$ cat src/rtl/id_pkg.sv
// Shared encodings and constants for the identifier generator and its recognizer.
package id_pkg;

    typedef enum logic [1:0] {
        IDLE   = 2'd0,
        ALPHA  = 2'd1,
        NUM    = 2'd2,
        TERM_S = 2'd3
    } gen_state_t;

    typedef enum logic [1:0] {
        REC_NULL  = 2'd0,
        REC_ALPHA = 2'd1,
        REC_NUM   = 2'd2
    } rec_state_t;

    localparam logic [7:0] CH_a    = 8'h61;
    localparam logic [7:0] CH_A    = 8'h41;
    localparam logic [7:0] CH_0    = 8'h30;
    localparam logic [7:0] CH_TERM = 8'h3B;

    localparam int ALPHA_MOD = 26;
    localparam int DIGIT_MOD = 10;

    // Out-of-range alphabet indices restart at the first letter.
    function automatic logic [4:0] clamp_letter(input logic [4:0] f);
        return (f >= 5'(ALPHA_MOD)) ? 5'd0 : f;
    endfunction

endpackage

$ cat src/rtl/id_gen_cnt.sv
// Loadable modulo-N up-counter; exposes the value it will take on the next enable.
module id_gen_cnt #(
    parameter int N = 10,
    parameter int W = 4
) (
    input  logic         clk,
    input  logic         reset,
    input  logic         i_load,
    input  logic [W-1:0] i_load_val,
    input  logic         i_en,
    output logic [W-1:0] o_next
);

    localparam logic [W-1:0] MAX = W'(N - 1);
    localparam logic [W-1:0] ONE = W'(1);

    logic [W-1:0] r_q;

    assign o_next = (r_q == MAX) ? '0 : r_q + ONE;

    always_ff @(posedge clk or posedge reset) begin
        if (reset) begin
            r_q <= '0;
        end else if (i_load) begin
            r_q <= i_load_val;
        end else if (i_en) begin
            r_q <= o_next;
        end
    end

endmodule

$ cat src/rtl/id_gen.sv
// Identifier stream generator: letters, then digits, then a terminator,
// one registered character per cycle.
module id_gen
    import id_pkg::*;
#(
    parameter int         LEN_W = 4,
    parameter bit         UPPER = 1'b0,
    parameter logic [7:0] TERM  = CH_TERM
) (
    input  logic             clk,
    input  logic             reset,
    input  logic             start,
    input  logic [LEN_W-1:0] alpha_len,
    input  logic [LEN_W-1:0] num_len,
    input  logic [4:0]       first_letter,
    input  logic             hold,
    output logic [7:0]       char,
    output logic             valid,
    output logic             busy,
    output logic             done,
    output logic             err
);

    localparam logic [LEN_W-1:0] ONE = LEN_W'(1);
    localparam logic [7:0] BASE = UPPER ? CH_A : CH_a;

    gen_state_t       r_state, w_state_nxt;
    logic [LEN_W-1:0] r_run, w_run_nxt;
    logic [LEN_W-1:0] r_num;
    logic [7:0]       r_char, w_char_nxt;
    logic             r_valid, w_valid_nxt;
    logic             r_busy, w_busy_nxt;
    logic             r_done, w_done_nxt;
    logic             r_err, w_err_nxt;
    logic             w_accept;
    logic             w_let_ld, w_let_en;
    logic             w_dig_ld, w_dig_en;
    logic [4:0]       w_first;
    logic [4:0]       w_let_next;
    logic [3:0]       w_dig_next;

    assign w_first = clamp_letter(first_letter);

    id_gen_cnt #(.N(ALPHA_MOD), .W(5)) u_let (
        .clk       (clk),
        .reset     (reset),
        .i_load    (w_let_ld),
        .i_load_val(w_first),
        .i_en      (w_let_en),
        .o_next    (w_let_next)
    );

    id_gen_cnt #(.N(DIGIT_MOD), .W(4)) u_dig (
        .clk       (clk),
        .reset     (reset),
        .i_load    (w_dig_ld),
        .i_load_val(4'd0),
        .i_en      (w_dig_en),
        .o_next    (w_dig_next)
    );

    // The character for each cycle is computed one edge ahead, so the
    // state names the run whose character is currently on the output.
    always_comb begin
        w_state_nxt = r_state;
        w_run_nxt   = r_run;
        w_char_nxt  = r_char;
        w_valid_nxt = r_valid;
        w_busy_nxt  = r_busy;
        w_done_nxt  = 1'b0;
        w_err_nxt   = 1'b0;
        w_accept    = 1'b0;
        w_let_ld    = 1'b0;
        w_let_en    = 1'b0;
        w_dig_ld    = 1'b0;
        w_dig_en    = 1'b0;
        if (!hold) begin
            unique case (r_state)
                IDLE: begin
                    w_valid_nxt = 1'b0;
                    if (start && alpha_len != '0) begin
                        w_accept    = 1'b1;
                        w_let_ld    = 1'b1;
                        w_state_nxt = ALPHA;
                        w_run_nxt   = alpha_len - ONE;
                        w_char_nxt  = BASE + {3'b000, w_first};
                        w_valid_nxt = 1'b1;
                        w_busy_nxt  = 1'b1;
                    end else if (start) begin
                        w_err_nxt = 1'b1;
                    end
                end
                ALPHA: begin
                    if (r_run != '0) begin
                        w_let_en   = 1'b1;
                        w_run_nxt  = r_run - ONE;
                        w_char_nxt = BASE + {3'b000, w_let_next};
                    end else if (r_num != '0) begin
                        w_dig_ld    = 1'b1;
                        w_state_nxt = NUM;
                        w_run_nxt   = r_num - ONE;
                        w_char_nxt  = CH_0;
                    end else begin
                        w_state_nxt = TERM_S;
                        w_char_nxt  = TERM;
                    end
                end
                NUM: begin
                    if (r_run != '0) begin
                        w_dig_en   = 1'b1;
                        w_run_nxt  = r_run - ONE;
                        w_char_nxt = CH_0 + {4'b0000, w_dig_next};
                    end else begin
                        w_state_nxt = TERM_S;
                        w_char_nxt  = TERM;
                    end
                end
                TERM_S: begin
                    w_state_nxt = IDLE;
                    w_valid_nxt = 1'b0;
                    w_busy_nxt  = 1'b0;
                    w_done_nxt  = 1'b1;
                end
                default: begin
                    w_state_nxt = IDLE;
                end
            endcase
        end
    end

    always_ff @(posedge clk or posedge reset) begin
        if (reset) begin
            r_state <= IDLE;
            r_run   <= '0;
            r_num   <= '0;
            r_char  <= 8'h00;
            r_valid <= 1'b0;
            r_busy  <= 1'b0;
            r_done  <= 1'b0;
            r_err   <= 1'b0;
        end else begin
            r_state <= w_state_nxt;
            r_run   <= w_run_nxt;
            r_char  <= w_char_nxt;
            r_valid <= w_valid_nxt;
            r_busy  <= w_busy_nxt;
            r_done  <= w_done_nxt;
            r_err   <= w_err_nxt;
            if (w_accept) begin
                r_num <= num_len;
            end
        end
    end

    assign char  = r_char;
    assign valid = r_valid;
    assign busy  = r_busy;
    assign done  = r_done;
    assign err   = r_err;

endmodule

$ cat config.mk
export PLATFORM = sky130hd
export DESIGN_NAME = id_gen
export DESIGN_NICKNAME = d
export VERILOG_FILES = /design/src/rtl/id_pkg.sv /design/src/rtl/id_gen_cnt.sv /design/src/rtl/id_gen.sv
export SDC_FILE = /design/constraint.sdc
export NUM_CORES = 1
export LEC_CHECK = 0
export ABC_CLOCK_PERIOD_IN_PS = 2970
export CAP_MARGIN = 20
export CORE_ASPECT_RATIO = 1.2
export CORE_MARGIN = 3
export CORE_UTILIZATION = 50
export CTS_BUF_LIST = sky130_fd_sc_hd__clkbuf_2 sky130_fd_sc_hd__clkbuf_4 sky130_fd_sc_hd__clkbuf_8
export DETAILED_ROUTE_END_ITERATION = 10
export PLACE_DENSITY_LB_ADDON = 0.25
export SKIP_LAST_GASP = 1
export SYNTH_ARGS = -nofsm -noshare
export SYNTH_HDL_FRONTEND = slang
export SYNTH_HIERARCHICAL = 1
export SYNTH_SLANG_ARGS = --single-unit
$ cat constraint.sdc
create_clock -name clk -period 2.97 [get_ports clk]
set_clock_uncertainty 0.15 [all_clocks]
set_input_delay 0.891 -clock clk [delete_from_list [all_inputs] [get_ports clk]]
set_output_delay 0.891 -clock clk [all_outputs]
set_load 0.01 [all_outputs]
**After elaboration in Yosys (flattened, before gate mapping)**

Index checks and enable logic that the tools add are counted.

- Word-level logic and storage cells: 87
- Bits of input ports: 17
- Output and inout port bits: 12
- Memory bits (writable): 0
- Memories: 0
- Bits in registers: 31
- Latch bits: 0
- ROM bits: 0

- Equal/unequal tests: 10
- Multiply operators: 0
- Magnitude comparators: 1
- Mux-type cells: 43
- Reduce and logical (&&, ||, !) cells: 14
- Bitwise logic cells: 1
- Div/mod/pow operators: 0
- Shift-type cells: 0
- Add/subtract/negate cells: 8

Operators with widths:

| operator | count |
|---|---|
| 2-to-1 mux 4 bit | 8 |
| case mux 8 bit (3 select lines) | 1 |
| 2-to-1 mux 1 bit | 20 |
| 2-to-1 mux 5 bit | 4 |
| adder 7 x 5 -> 8 bit, first input constant | 2 |
| 2-to-1 mux 8 bit | 2 |
| case mux 4 bit (3 select lines) | 1 |
| nonzero test 4 bit | 3 |
| subtractor 4 x 1 -> 4 bit, second input constant | 3 |
| inequality test 2 bit, second input constant | 4 |
| case mux 2 bit (4 select lines) | 1 |
| adder 6 x 4 -> 7 bit, first input constant | 1 |
| 2-to-1 mux 7 bit | 1 |
| 2-to-1 mux 2 bit | 3 |
| AND reduction 3 bit | 2 |
| nonzero test 2 bit | 3 |
| adder 5 x 1 -> 5 bit, second input constant | 1 |
| == test 5 bit, second input constant | 1 |
| >= comparator 5 bit, second input constant | 1 |
| AND reduction 5 bit | 1 |
| adder 4 x 1 -> 4 bit, second input constant | 1 |
| == test 2 bit, second input constant | 2 |
| == test 4 bit, second input constant | 1 |
| case mux 1 bit (2 select lines) | 2 |
| 8 further kinds | 8 |

**Depth between registers and ports, before layout**

Gate-level depths: netlist (run 1).

- Word-level depth: 6
- Depth in mapped cells: 10
- Gate-level depth less buffers: 9

**By module**

Netlist (run 1), hierarchy kept.

Modules (own cells, without submodules):

| module | cells each | area each (µm²) | instances | seq. area each (µm²) |
|---|---|---|---|---|
| id_gen | 190 | 1664.1 | 1 | 550.5 |
| id_gen_cnt at u_let | 48 | 400.4 | 1 | 125.1 |
| id_gen_cnt at u_dig | 36 | 302.8 | 1 | 100.1 |

**Worst setup path after synthesis (run 1)**

Ideal clock, no wire load.

- Kind: in2reg
- From: in alpha_len[0]
- To: reg u_let.r_q[2]
- Data required time: 2.694 ns
- Path slack: 0.371 ns
- Setup time: 0.126 ns
- Buffers on the path: 1
- Arrival time: 2.322 ns
- Cell stages on the path: 7
- Path through: inv_1 > ha_1 > nor3b_1 > nor2_1 > clkbuf_1 > inv_1 > a311o_1

- Longest elaborated chain between the ends: 6
- Elaborated cells between the ends (all ways): 7
- Those cells by class: mux: 4; reduce/logical: 3

RTL lines:

| element | RTL line | source |
|---|---|---|
| start: declaration | id_gen.sv:13 | `input logic [LEN_W-1:0] alpha_len,` |
| nonzero test 4 bit (*) | id_gen.sv:81 | `if (start && alpha_len != '0) begin` |
| logical AND 1 bit (*) | id_gen.sv:81 |  |
| 2-to-1 mux 1 bit (*) (3 in a row) | - |  |
| named net w_accept | id_gen.sv:35 | `logic w_accept;` |
| 2-to-1 mux 5 bit / nonzero test 2 bit (equally long branches) | - |  |
| end signal: assignment | id_gen_cnt.sv:25 | `r_q <= i_load_val;` |
| end signal: assignment | id_gen_cnt.sv:27 | `r_q <= o_next;` |
| end: declaration | id_gen_cnt.sv:17 | `logic [W-1:0] r_q;` |

The timed path passes the listed nets; every way through them passes the cells marked *.
A chain may end at the register's enable or synchronous reset.

**Worst setup path after layout (run 1)**

- From: in alpha_len[0]
- To: reg r_char[0] (netlist: char[0])

- Longest elaborated chain between the ends: 4

RTL lines:

| element | RTL line | source |
|---|---|---|
| nonzero test 4 bit | id_gen.sv:81 |  |
| logical AND 1 bit | id_gen.sv:81 |  |
| inequality test 2 bit (no source line) | - |  |
| AND reduction 3 bit (no source line) | - |  |
| end signal: assignment | id_gen.sv:144 | `r_char <= w_char_nxt;` |
| end: declaration | id_gen.sv:30 | `logic [7:0] r_char, w_char_nxt;` |

No other way between the ends.

==> results of run 1 <==
-- registers in the layout, summed over array words and instances, names as in the netlist --
name / flops
r_state: 2
busy: 1
r_run: 4
u_dig/r_q: 4
done: 1
valid: 1
r_num: 4
err: 1
u_let/r_q: 5
char: 8
-- final timing paths --
path,slack (ns),end,depth (start not counted),start
worst max-delay path,0.29,char[0],6,alpha_len[0]
worst min-delay path,0.35,char[1],2,char[1]
worst max register to register,0.58,u_let/r_q[2],9,r_run[0]
worst min register to register,0.35,char[1],2,char[1]
max in group asynchronous,1.58,char[6],3,reset
min in group asynchronous,0.69,u_dig/r_q[2],2,reset
-- routing by layer --
layer	part of all wire, %	global-route usage, %	vias up
met4	0.90	4.68	0
met5	0	0	-
met3	4.3	3.87	5
met2	49	37.1	53
li1	-	-	1069
met1	46	30.1	1034
-- power groups by stage --
stage / clock network, mW / logic (mW) / registers [mW]
after floorplan: 0 / 1.30 / 0.814
after global placement: 0 / 1.71 / 0.853
after detailed placement: 0 / 1.77 / 0.862
after CTS: 0.446 / 1.78 / 0.856
after global routing: 0.459 / 2.00 / 0.895
final: 0.443 / 1.78 / 0.856
-- worst reg2reg max path, cell delays in order (launching register included) --
cell and delay (ns):
dfrtp_1 0.44, inv_1 0.11, ha_1 0.18, or3b_1 0.51, nand2_1 0.20, nor2_1 0.06
buf_4 0.16, nand2_1 0.09, nor4_1 0.05, a311o_1 0.32
-- cells in the mapped netlist, drive strengths merged (2+ instances only) --
master	number
a2bb2oi	2
nor3	5
o31a	2
nor3b	4
nor2b	4
nor4	5
inv	22
a31oi	6
xnor2	7
o21ai	26
nand3	7
nor2	16
and2b	3
a21boi	3
o211ai	5
o41ai	2
o21a	2
o31ai	4
mux2	2
and2	2
buf	8
a41oi	2
mux2i	2
a21oi	15
and4b	2
xor2	4
and3b	2
clkbuf	7
o2bb2ai	3
a211oi	2
dfrtp	31
and4	2
nand2	26
nand2b	2
ha	14
o221a	3
-- metrics by stage --
step	hold WS [ns]	area, µm²
final	0.349	2910
after global routing	0.361	2910
after CTS	0.349	2910
after detailed placement	0.335	2790
after global placement	0.332	2790
after floorplan	0.360	2380
-- kinds of logic after synthesis --
kind of cell | synth area share (%)
AND/OR/NAND/NOR | 21.3
XOR/XNOR | 4.07
AO/OA/AOI/OAI | 25.3
multiplexers | 1.80
flip-flops | 32.8
adder cells (fa/ha/maj) | 7.40
buffers and inverters | 7.19
other | 0.158
-- layout make-up --
cell class	count	area, µm²	share of cell area, %
Timing Repair Buffer	46	428	14.7
Multi-Input combinational cell	209	1430	49.3
Inverter	22	82.6	2.84
Clock inverter	2	35.0	1.21
Tap cell	56	70.1	2.41
Sequential cell	31	776	26.7
Clock buffer	6	82.6	2.84
==> out/metrics.yaml, run 1 <==
cts:
  root_buffer: "clkbuf_8"
  cts-resized-gates: 0
  clk_pin_slew_ns: 0.08
  htree_num_levels: 2
  cts_buffers: 5
  hold_buffers: 0
  clk_path_buf_depth: 2
  cts_tree: "built"
  worstSkewPairLatency_ns: 0.29
  cts_sinks: 31
  post_cts_buffers: 0
worst_setup_path:
  critPathMaxStageDelay_ns: 0.55
  critPathCaptureType: "flip-flop"
  criticalPathCategory: "primary input to flip-flop"
  crit_required_ns: 3.00
  cp-start-kind: "primary input"
  path_buf_inv: 2
  crit_family: "simple AND/OR/NAND/NOR gates"
  cp_cell_sequence: "clkdlybuf4s50_1 -> inv_1 -> ha_1 -> and4bb_4 -> or4_4 -> a22o_2"
  cp_data_arrival_time_ns: 2.71
  cpMaxStageDelayCell: "or4_4"
  critPathMaxFanout: 10
placement:
  place_ws_ns: -0.0227
  dpl.cell_count: 364
  numPortBuffers: 28
  gp_congestion: 0.823
  dp_hpwl_mm: 4.34
drt:
  wire_per_inst_um: 15.2
  vias: 2161
  dr.pass1.iters: 4
  postRouteAntennaNets: 0
  wirelength_mm: 5.67
  drc: 0
  viasPerCell: 5.81
  drt_iter0_markers: 172
grt:
  grt_pass1_wl_mm: 9.54
  grt_usage_pct: 22.3
  grt_pass1_vias: 2018
  grt_max_degree: 23
  antenna_found_initial: 0
  grt_overflow: 0
power_and_ir_drop:
  vdd_drop_max_mv: 0.525
  power_frac_seq_pct: 27.8
  combPwrFrac_pct: 57.9
  p_switching_mw: 1.36
  total_power_mw: 3.08
  cellLeakagePower_nw: 1.25
  intPower_mw: 1.72
  switching_share_pct: 44.2
  power_density_nw_per_um2: 1060
  share_clk_of_total_power_pct: 14.4
yosys:
  yosysSeqAreaShare_pct: 32.8
  netlist_area_um2: 2370
  synthArstFlopShare_pct: 100
  yosysWarnings: 6
  synth_cell_types: 67
  synth_seq_cells: 31
  synth_top_area_share_pct: 32.8
  syn_inst: 274
  synthTopCellsByArea: "dfrtp_1 33%, ha_1 7.4%, o21ai_0 5.3%"
  synth_edf_count: 0
  synth_flop_cell: "dfrtp_1"
  synth_area_per_cell_um2: 8.64
  yosysTopAreaCell: "dfrtp_1"
cells_and_area:
  nFillCells: 401
  final_nets: 346
  n_antenna_cell: 0
  post-route-util_pct: 65.7
  drive_above_1_share_pct: 14.2
  final_cells: 372
  final_common_cell: "dfrtp_1"
  final_cell_mix: "31 x dfrtp_1, 28 x clkdlybuf4s50_1, 26 x nand2_1"
  areaGrowthSynthToFinish_pct: 22.8
sta:
  slew_headroom_pct: 51.3
  period_share_pct: 90.2
  tightest_slew_ns: 0.721
  fin_ws_ns: 0.291
  rsz0062_at_grt: "false"
  max_freq_mhz: 373
  finalSetupViolations: 0
  tns_ns: 0
  period_needed_ns: 2.68
  report.final.slew_viol_count: 0
  finalHoldViolCount: 0
hold_path:
  hold_class: "flip-flop to flip-flop"
floorplanning:
  die_area_um2: 5600
  initial_core_util_pct: 53.5
  rows: 26
  ioPinCount: 29
  core-area_um2: 4420
  die_h_um: 81.4
  dieWidth_um: 68.8
run:
  timing.max_cap.violations: 0
run_status:
  status: "complete, no violations"
Power figures use the tool's default switching activity.
==> run 2, diff against run 1 <==
Settings changed: CORE_MARGIN 3 to default, HOLD_SLACK_MARGIN from default to 0.08, MAX_ROUTING_LAYER from default to met4.
==> run 2 against run 1 <==
  * Maximum frequency fell by 0.66%
  * Routed wire length fell by 3.5%
  * Core utilization is 3.4 points lower
  * First-iteration DRC count decreased by 1.7%
  * Worst setup slack lost 0.018 ns
  * Via count decreased by 0.79%
  * Worst hold slack got worse by 0.0023 ns
  * Final cell count fell by 0.27%
  * Clock-buffer cell count down 1
  * Die area down 10%
  * Critical endpoint unchanged
  * Largest power group unchanged
  * Highest routed layer unchanged
==> out/metrics.yaml, run 2 (synthesis results as in run 1) <==
cts:
  clk_pin_slew_ns: 0.07
  post_cts_buffers: 0
  hold_buffers: 0
  worstSkewPairLatency_ns: 0.28
  clk_path_buf_depth: 2
  cts_tree: "built"
  cts_sinks: 31
  cts_buffers: 5
  htree_num_levels: 2
  root_buffer: "clkbuf_8"
  cts-resized-gates: 0
cells_and_area:
  drive_above_1_share_pct: 13.4
  final_cell_mix: "31 x dfrtp_1, 28 x clkdlybuf4s50_1, 26 x nand2_1"
  multi_input_area_um2: 1430
  largest_reg_flops: 8
  register_area_um2: 776
  nFillCells: 417
  n_antenna_cell: 0
  final_common_cell: "dfrtp_1"
  post-route-util_pct: 62.3
  areaGrowthSynthToFinish_pct: 20.0
  final_nets: 343
  final_area_um2: 2840
sta:
  fin_ws_ns: 0.273
  rsz0062_at_grt: "false"
  max_freq_mhz: 371
  period_share_pct: 90.8
  tightest_slew_ns: 0.659
  slew_headroom_pct: 56.1
  hold_ws_ns: 0.346
  finalHoldViolCount: 0
  report.final.slew_viol_count: 0
  period_needed_ns: 2.70
  finalSetupViolations: 0
power_and_ir_drop:
  cellLeakagePower_nw: 1.22
  power_density_nw_per_um2: 1040
  vdd_drop_max_mv: 0.477
  total_power_mw: 2.95
grt:
  grt_max_degree: 23
  grt_pass1_vias: 1969
  antenna_found_initial: 0
  grt_overflow: 0
  grt_pass1_wl_mm: 9.09
  grt_usage_pct: 23.9
worst_setup_path:
  cp-start-kind: "primary input"
  critPathMaxFanout: 10
  cp_data_arrival_time_ns: 2.73
  crit_required_ns: 3.00
  criticalPathCategory: "primary input to flip-flop"
  critPathCaptureType: "flip-flop"
drt:
  wire_per_inst_um: 14.8
  postRouteAntennaNets: 0
  viasPerCell: 5.78
  drc: 0
  wirelength_mm: 5.47
  vias: 2144
  drt_iter0_markers: 169
  dr.pass1.iters: 4
floorplanning:
  ioPinCount: 29
  die_area_um2: 5010
  core-area_um2: 4560
  rows: 27
  initial_core_util_pct: 51.9
  dieWidth_um: 64.8
  die_h_um: 77.4
placement:
  numPortBuffers: 28
  dp_hpwl_mm: 4.17
  place_area_um2: 2760
  place_ws_ns: -0.0271
  gp_congestion: 0.853
hold_path:
  hold_class: "flip-flop to flip-flop"
run:
  timing.max_cap.violations: 0
run_status:
  status: "complete, no violations"
run 2: cell count changes in the layout (fill, tap and decap cells not counted), sizes merged:
cell	previous run	this run
clkinv	1	3
clkbuf	6	5
bufinv	1	0
buf	18	15
run 2: layout make-up:
cell class,count,share of cell area [%]
clock buffer,5,2.42
timing repair buffer,43,13.8
multi-input combinational,209,50.4
tap,58,2.56
inverter,22,2.91
clock inverter,3,0.529
sequential,31,27.3
run 2: report_power, final:
group | internal [mW] | total (mW) | leakage [nW] | switching (mW)
clock network | 0.160 | 0.323 | 0.0477 | 0.163
registers | 0.618 | 0.868 | 0.373 | 0.250
logic | 0.819 | 1.76 | 0.795 | 0.938
total | 1.60 | 2.95 | 1.22 | 1.35
run 2: stage by stage:
stage	cells	setup TNS (ns)
finish	371	0
CTS	371	0
global placement	363	0
detailed placement	363	-0.0369
global route	371	0
floorplan	277	0
run 2: worst max-delay path: stages:
cell and delay, ns:
clkdlybuf4s50_1 0.48, inv_1 0.07, ha_1 0.22, and4bb_4 0.22, or4_4 0.56, a22o_2 0.29
run 2: final timing paths:
| kind | startpoint | to | slack, ns | depth (start not counted) |
|---|---|---|---|---|
| max | alpha_len[0] | char[0] | 0.27 | 6 |
| min | char[5] | char[5] | 0.35 | 2 |
| max reg2reg | r_run[0] | u_let/r_q[2] | 0.48 | 9 |
| min reg2reg | char[5] | char[5] | 0.35 | 2 |
| max in group asynchronous | reset | err | 1.59 | 3 |
| min in group asynchronous | reset | u_dig/r_q[2] | 0.69 | 2 |
run 2: metal layers:
metal  wire length (µm)  up-vias  GRT usage (%)
met1               2500     1004           32.0
met4                 80        0           9.56
met3                271        7           3.38
met5                  0        -              -
met2               2620       64           36.1
li1                   -     1069              -
==> run 3, diff against run 2 <==
Settings changed: CTS_CLUSTER_DIAMETER from default to 120, TNS_END_PERCENT from default to 10.
==> results of run 3 <==
Final layout, timing and power as in run 2 (identical DEF).
==> RTL change 1, RTL diff (flow settings as in run 1) <==
Put one more register stage on the output `err`, with the module's reset. The value now appears one clock later. The other outputs are not delayed to match.
--- a/src/rtl/id_gen.sv
+++ b/src/rtl/id_gen.sv
@@ -158,3 +158,9 @@
     assign done  = r_done;
-    assign err   = r_err;
+    always_ff @(posedge clk or posedge reset) begin
+        if (reset) begin
+            err <= '0;
+        end else begin
+            err <= r_err;
+        end
+    end
 
Formal check against the unedited RTL: not equivalent (Yosys sat finds a counterexample within 4 cycles, from zero or initial values and one cycle with reset high).
==> RTL change 1 against run 1 <==
- die area is 0.64% higher
- setup slack worse by 0.079 ns
- total power is 0.24% lower
- global-route usage is 1.3 points lower
- synthesized cell count stayed put
- area after synthesis is 0.69% higher
- cell area is 1.5% higher
- routed wire length is 3.4% lower
- sequential cell count is 1 higher
==> RTL change 1: results (changes against run 1) <==
max_ffs_per_register: 8  # unchanged
power_leakage_uw: 0.00128  # +2.7%
first_pass_grt_wire_length_um: 9420  # -1.3%
critical_path_peak_fanout: 5  # -5
gpl.final_weighted_congestion: 0.908  # +10%
port_buffers: 28  # unchanged
critical_path_arrival_ns: 2.83  # +0.12 ns
cts_setup_buffers: 0  # unchanged
finalWirelength_um: 5480  # -3.4%
proportion_of_layout_cells_with_a_drive_suffix_above_1_pct: 15.6  # +1.3 points
run_status: "finished clean"
cts_buffer_depth: 2  # unchanged
ir_worst_vdd_v: 0.000594  # +13%
synth-async-reset-ratio_pct: 100  # unchanged
cts_resized: 0  # unchanged
number_of_optimization_iterations_in_the_first_detailed_route_pass: 4  # unchanged
place_hpwl_um: 4250  # -2.0%
final_net_count: 351  # +1.4%
via_count_of_the_first_global_routing_pass: 2012  # -0.30%
grt_max_degree: 24  # +4.3%
cts-buffers-inserted: 5  # unchanged
min_path_type: "reg2reg"
dr.first_iter.drc_count: 163  # -5.2%
synth_seq_area_share_pct: 33.6  # +0.83 points
htree_levels: 2  # unchanged
insertedDiodeCount: 0  # unchanged
synth.lib_cells_used.distinct: 63  # -6.0%
yosys-top-cells-area: "dfrtp_1, ha_1, o21ai_0, nand2_1, inv_1"
r2r_cells: 9  # unchanged
clockRootBuffer: "clkbuf_8"
timing.slew.headroom_pct: 58.4  # +7.1 points
final.fill_count: 395  # -1.5%
dp_worst_setup_slack_ns: -0.0915  # -0.0688 ns
source_to_sink_clock_delay_at_the_later_pin_of_the_worst_skew_pair_ns: 0.29  # about the same
clk_transition_reported_paths_ns: 0.07
top_post_synthesis_cells_by_count: "dfrtp_1, nand2_1, o21ai_0"
number_of_antenna_violations_at_the_first_check_in_global_routing: 0  # unchanged
globalRouteTotalUtil_pct: 21.0  # -1.3 points
vias_per_cell: 5.68  # -2.2%
min_path_cells: 0  # -2
synth_warnings: 6  # unchanged
[RTL change 1: cell types whose count changed in the layout (fill, tap and decap cells not counted), sizes merged, moves of 2 or more]
cell / before / now
buf: 18 / 23
a21oi: 15 / 11
a211oi: 2 / 4
and4: 2 / 0
o21ai: 26 / 24
[RTL change 1: logic make-up after synthesis]
| logic type | count (synthesis) | synth area share [%] |
|---|---|---|
| mux | 5 | 2.20 |
| fa+ha+maj | 14 | 7.35 |
| other cells | 1 | 0.157 |
| compound gates | 85 | 25.0 |
| flops | 32 | 33.6 |
| simple gates | 88 | 20.6 |
| buf+inv | 38 | 6.98 |
| xor+xnor | 11 | 4.04 |
[RTL change 1: metrics by stage]
stage / cells / setup TNS, ns / cell area, um^2 / util (%)
6_report: 377 / 0 / 2950 / 66.7
5_1_grt: 377 / 0 / 2950 / 66.7
4_1_cts: 377 / 0 / 2950 / 66.7
3_5_place_dp: 369 / -0.183 / 2840 / 64.1
3_3_place_gp: 369 / -0.0679 / 2840 / 64.1
2_1_floorplan: 277 / 0 / 2390 / -
[RTL change 1: worst paths after layout]
path	start	end	slack [ns]
worst max-delay path	alpha_len[0]	char[7]	0.21
worst min-delay path	r_err	err	0.22
worst max register to register	u_let/r_q[1]	char[2]	0.62
worst min register to register	r_err	err	0.22
max in group asynchronous	reset	char[2]	1.57
min in group asynchronous	reset	u_dig/r_q[0]	0.69
[RTL change 1: metal layers]
layer | GRT usage, % | part of all wire (%) | wire, um | vias up
met3 | 4.16 | 4.8 | 264 | 7
met1 | 27.2 | 47 | 2550 | 994
met4 | 7.03 | 1.5 | 80 | 0
li1 | - | - | - | 1089
met5 | 0 | 0 | 0 | -
met2 | 35.2 | 47 | 2580 | 51
[RTL change 1: critical path: stages]
cell             delay (ns)
clkdlybuf4s50_1        0.47
inv_1                  0.06
ha_1                   0.20
and4bb_4               0.20
or4_4                  0.52
nor4_2                 0.29
a32o_1                 0.19
[RTL change 1: area by class of cell]
| cell class | count | area, um^2 | share of cell area [%] |
|---|---|---|---|
| clock buffer | 6 | 76.3 | 2.59 |
| tap | 56 | 70.1 | 2.38 |
| timing repair buffer | 51 | 453 | 15.4 |
| inverter | 23 | 86.3 | 2.93 |
| clock inverter | 2 | 35.0 | 1.19 |
| sequential | 32 | 801 | 27.2 |
| multi-input combinational | 207 | 1430 | 48.4 |
[RTL change 1: power breakdown]
group          switching [uW]  internal (uW)  total (uW)
logic                     941            839        1780
clock network             164            258         422
registers                 240            631         871
total                    1350           1730        3070
==> RTL change 2, RTL diff (config.mk and constraints of run 1) <==
Made on the original files. `LEN_W`: 4 -> 8.
--- a/src/rtl/id_gen.sv
+++ b/src/rtl/id_gen.sv
@@ -5,3 +5,3 @@
 #(
-    parameter int         LEN_W = 4,
+    parameter int         LEN_W = 8,
     parameter bit         UPPER = 1'b0,
Ports: changed (resized alpha_len and num_len); port bits go from 29 to 37. No check against the original RTL was run, so the function may have changed too.
==> RTL change 2 against run 1 <==
- register-to-register slack worse by 0.06 ns
- clock power up 1%
- total power up 22%
- routed wire length up 30%
- worst hold slack worse by 0.021 ns
- sequential cell count up 8
- cell area up 27%
- final cell count up 30%
- setup slack worse by 0.16 ns
- area after synthesis up 24%
- critical path type unchanged
- critical endpoint is now u_let/r_q[2]
- largest power group unchanged
==> RTL change 2: results (changes against run 1) <==
synth-async-reset-ratio_pct: 100  # unchanged
worst_pin_slew_ns: 0.543  # -0.178 ns
gpl.final_weighted_congestion: 0.884  # +7.4%
dr.first_iter.drc_count: 160  # -7.0%
global_route.usage.met1_pct: 27.9  # -2.1 points
slowest_delay_ns: 0.55  # about the same
htree_levels: 2  # unchanged
place_hpwl_um: 5620  # +30%
number_of_vias_after_detailed_routing: 2783  # +29%
wl_per_cell_um: 15.3  # +0.46%
min_path_cells: 2  # unchanged
synth_seq_area_share_pct: 33.2  # +0.41 points
wirelength_met1_um: 3150  # +21%
ir_worst_vdd_v: 0.000515  # -1.9%
globalRouteTotalUtil_pct: 22.7  # +0.37 points
met2_wirelength_um: 3660  # +32%
run_status: "finished clean"
reg2reg_to: "u_let/r_q[2]"
clockRootBuffer: "clkbuf_8"
cts_resized: 0  # unchanged
power_leakage_uw: 0.00156  # +25%
critical_path_arrival_ns: 2.87  # +0.16 ns
proportion_of_layout_cells_with_a_drive_suffix_above_1_pct: 14.5  # +0.29 points
cts_setup_buffers: 0  # unchanged
final_net_count: 444  # +28%
first_pass_grt_wire_length_um: 12800  # +34%
grt_max_degree: 31  # +35%
synth.lib_cells_used.distinct: 69  # +3.0%
port_buffers: 36  # +29%
grtUsageMet3_pct: 4.10  # +0.23 points
netlist.area_leader.share_pct: 33.2  # +0.41 points
clk_transition_reported_paths_ns: 0.08  # about the same
global_route.usage.met2_pct: 38.8  # +1.7 points
min_to: "char[5]"
wl_met3_um: 389  # +61%
top_post_synthesis_cells_by_count: "dfrtp_1, nand2_1, o21ai_0"
source_to_sink_clock_delay_at_the_later_pin_of_the_worst_skew_pair_ns: 0.30
regToRegSetupSlack_ns: 0.52  # -0.06 ns
insertedDiodeCount: 0  # unchanged
critical_path.reg2reg.startpoint: "r_run[0]"
holdCritStartpoint: "char[5]"
number_of_optimization_iterations_in_the_first_detailed_route_pass: 5  # +1
top_layer_used: "met4"
yosys-top-cells-area: "dfrtp_1, ha_1, o21ai_0, nand2_1, xnor2_1"
## RTL change 2: critical path, delay by kind of cell
kind,cells,cell delay (ns)
buffers and inverters,2,0.55
AND/OR/NAND/NOR,3,0.83
AO/OA/AOI/OAI,2,0.59
## RTL change 2: worst max-delay path by stage
| stage | startpoint | end | slack, ns | cells past startpoint |
|---|---|---|---|---|
| final | alpha_len[3] | u_let/r_q[2] | 0.13 | 7 |
| after floorplan | alpha_len[3] | u_let/r_q[2] | 0.12 | 7 |
| after global placement | alpha_len[3] | u_let/r_q[3] | -0.14 | 9 |
| after detailed placement | alpha_len[3] | u_let/r_q[2] | -0.18 | 7 |
| after CTS | alpha_len[3] | u_let/r_q[2] | 0.13 | 7 |
| after global routing | alpha_len[3] | u_let/r_q[3] | 0.04 | 9 |
## RTL change 2: area by class of cell
cell class              instances  area (um^2)
multi-input cells             272         1830
fillers                       476         1800
flip-flops and latches         39          976
repair buffers                 64          583
well taps                      77         96.3
inverters                      23         86.3
clock buffers                   5         68.8
clock inverters                 3         43.8
## RTL change 2: report_power, final
group          switching (uW)  internal [uW]  total [uW]
combinational            1200           1040        2230
clock                     199            250         449
sequential                296            779        1080
## RTL change 2: stage by stage
step                area, um^2  util [%]  hold slack, ns  setup WS (ns)  std cells
global route              3680      67.2           0.356         0.0396        483
global placement          3570      65.1           0.304         -0.142        475
floorplan                 2950         -           0.350          0.122        345
CTS                       3680      67.2           0.338          0.131        483
finish                    3680      67.2           0.328          0.128        483
detailed placement        3570      65.1           0.319         -0.185        475
## RTL change 2: cells by family after synthesis
logic type	synth area share, %
buffers and inverters	5.15
AOI/OAI and AO/OA	24.5
DFF	33.2
muxes	4.42
adders and majority gates	5.95
other	0.127
and+or+nand+nor	20.1
xor gates and xnor gates	6.55
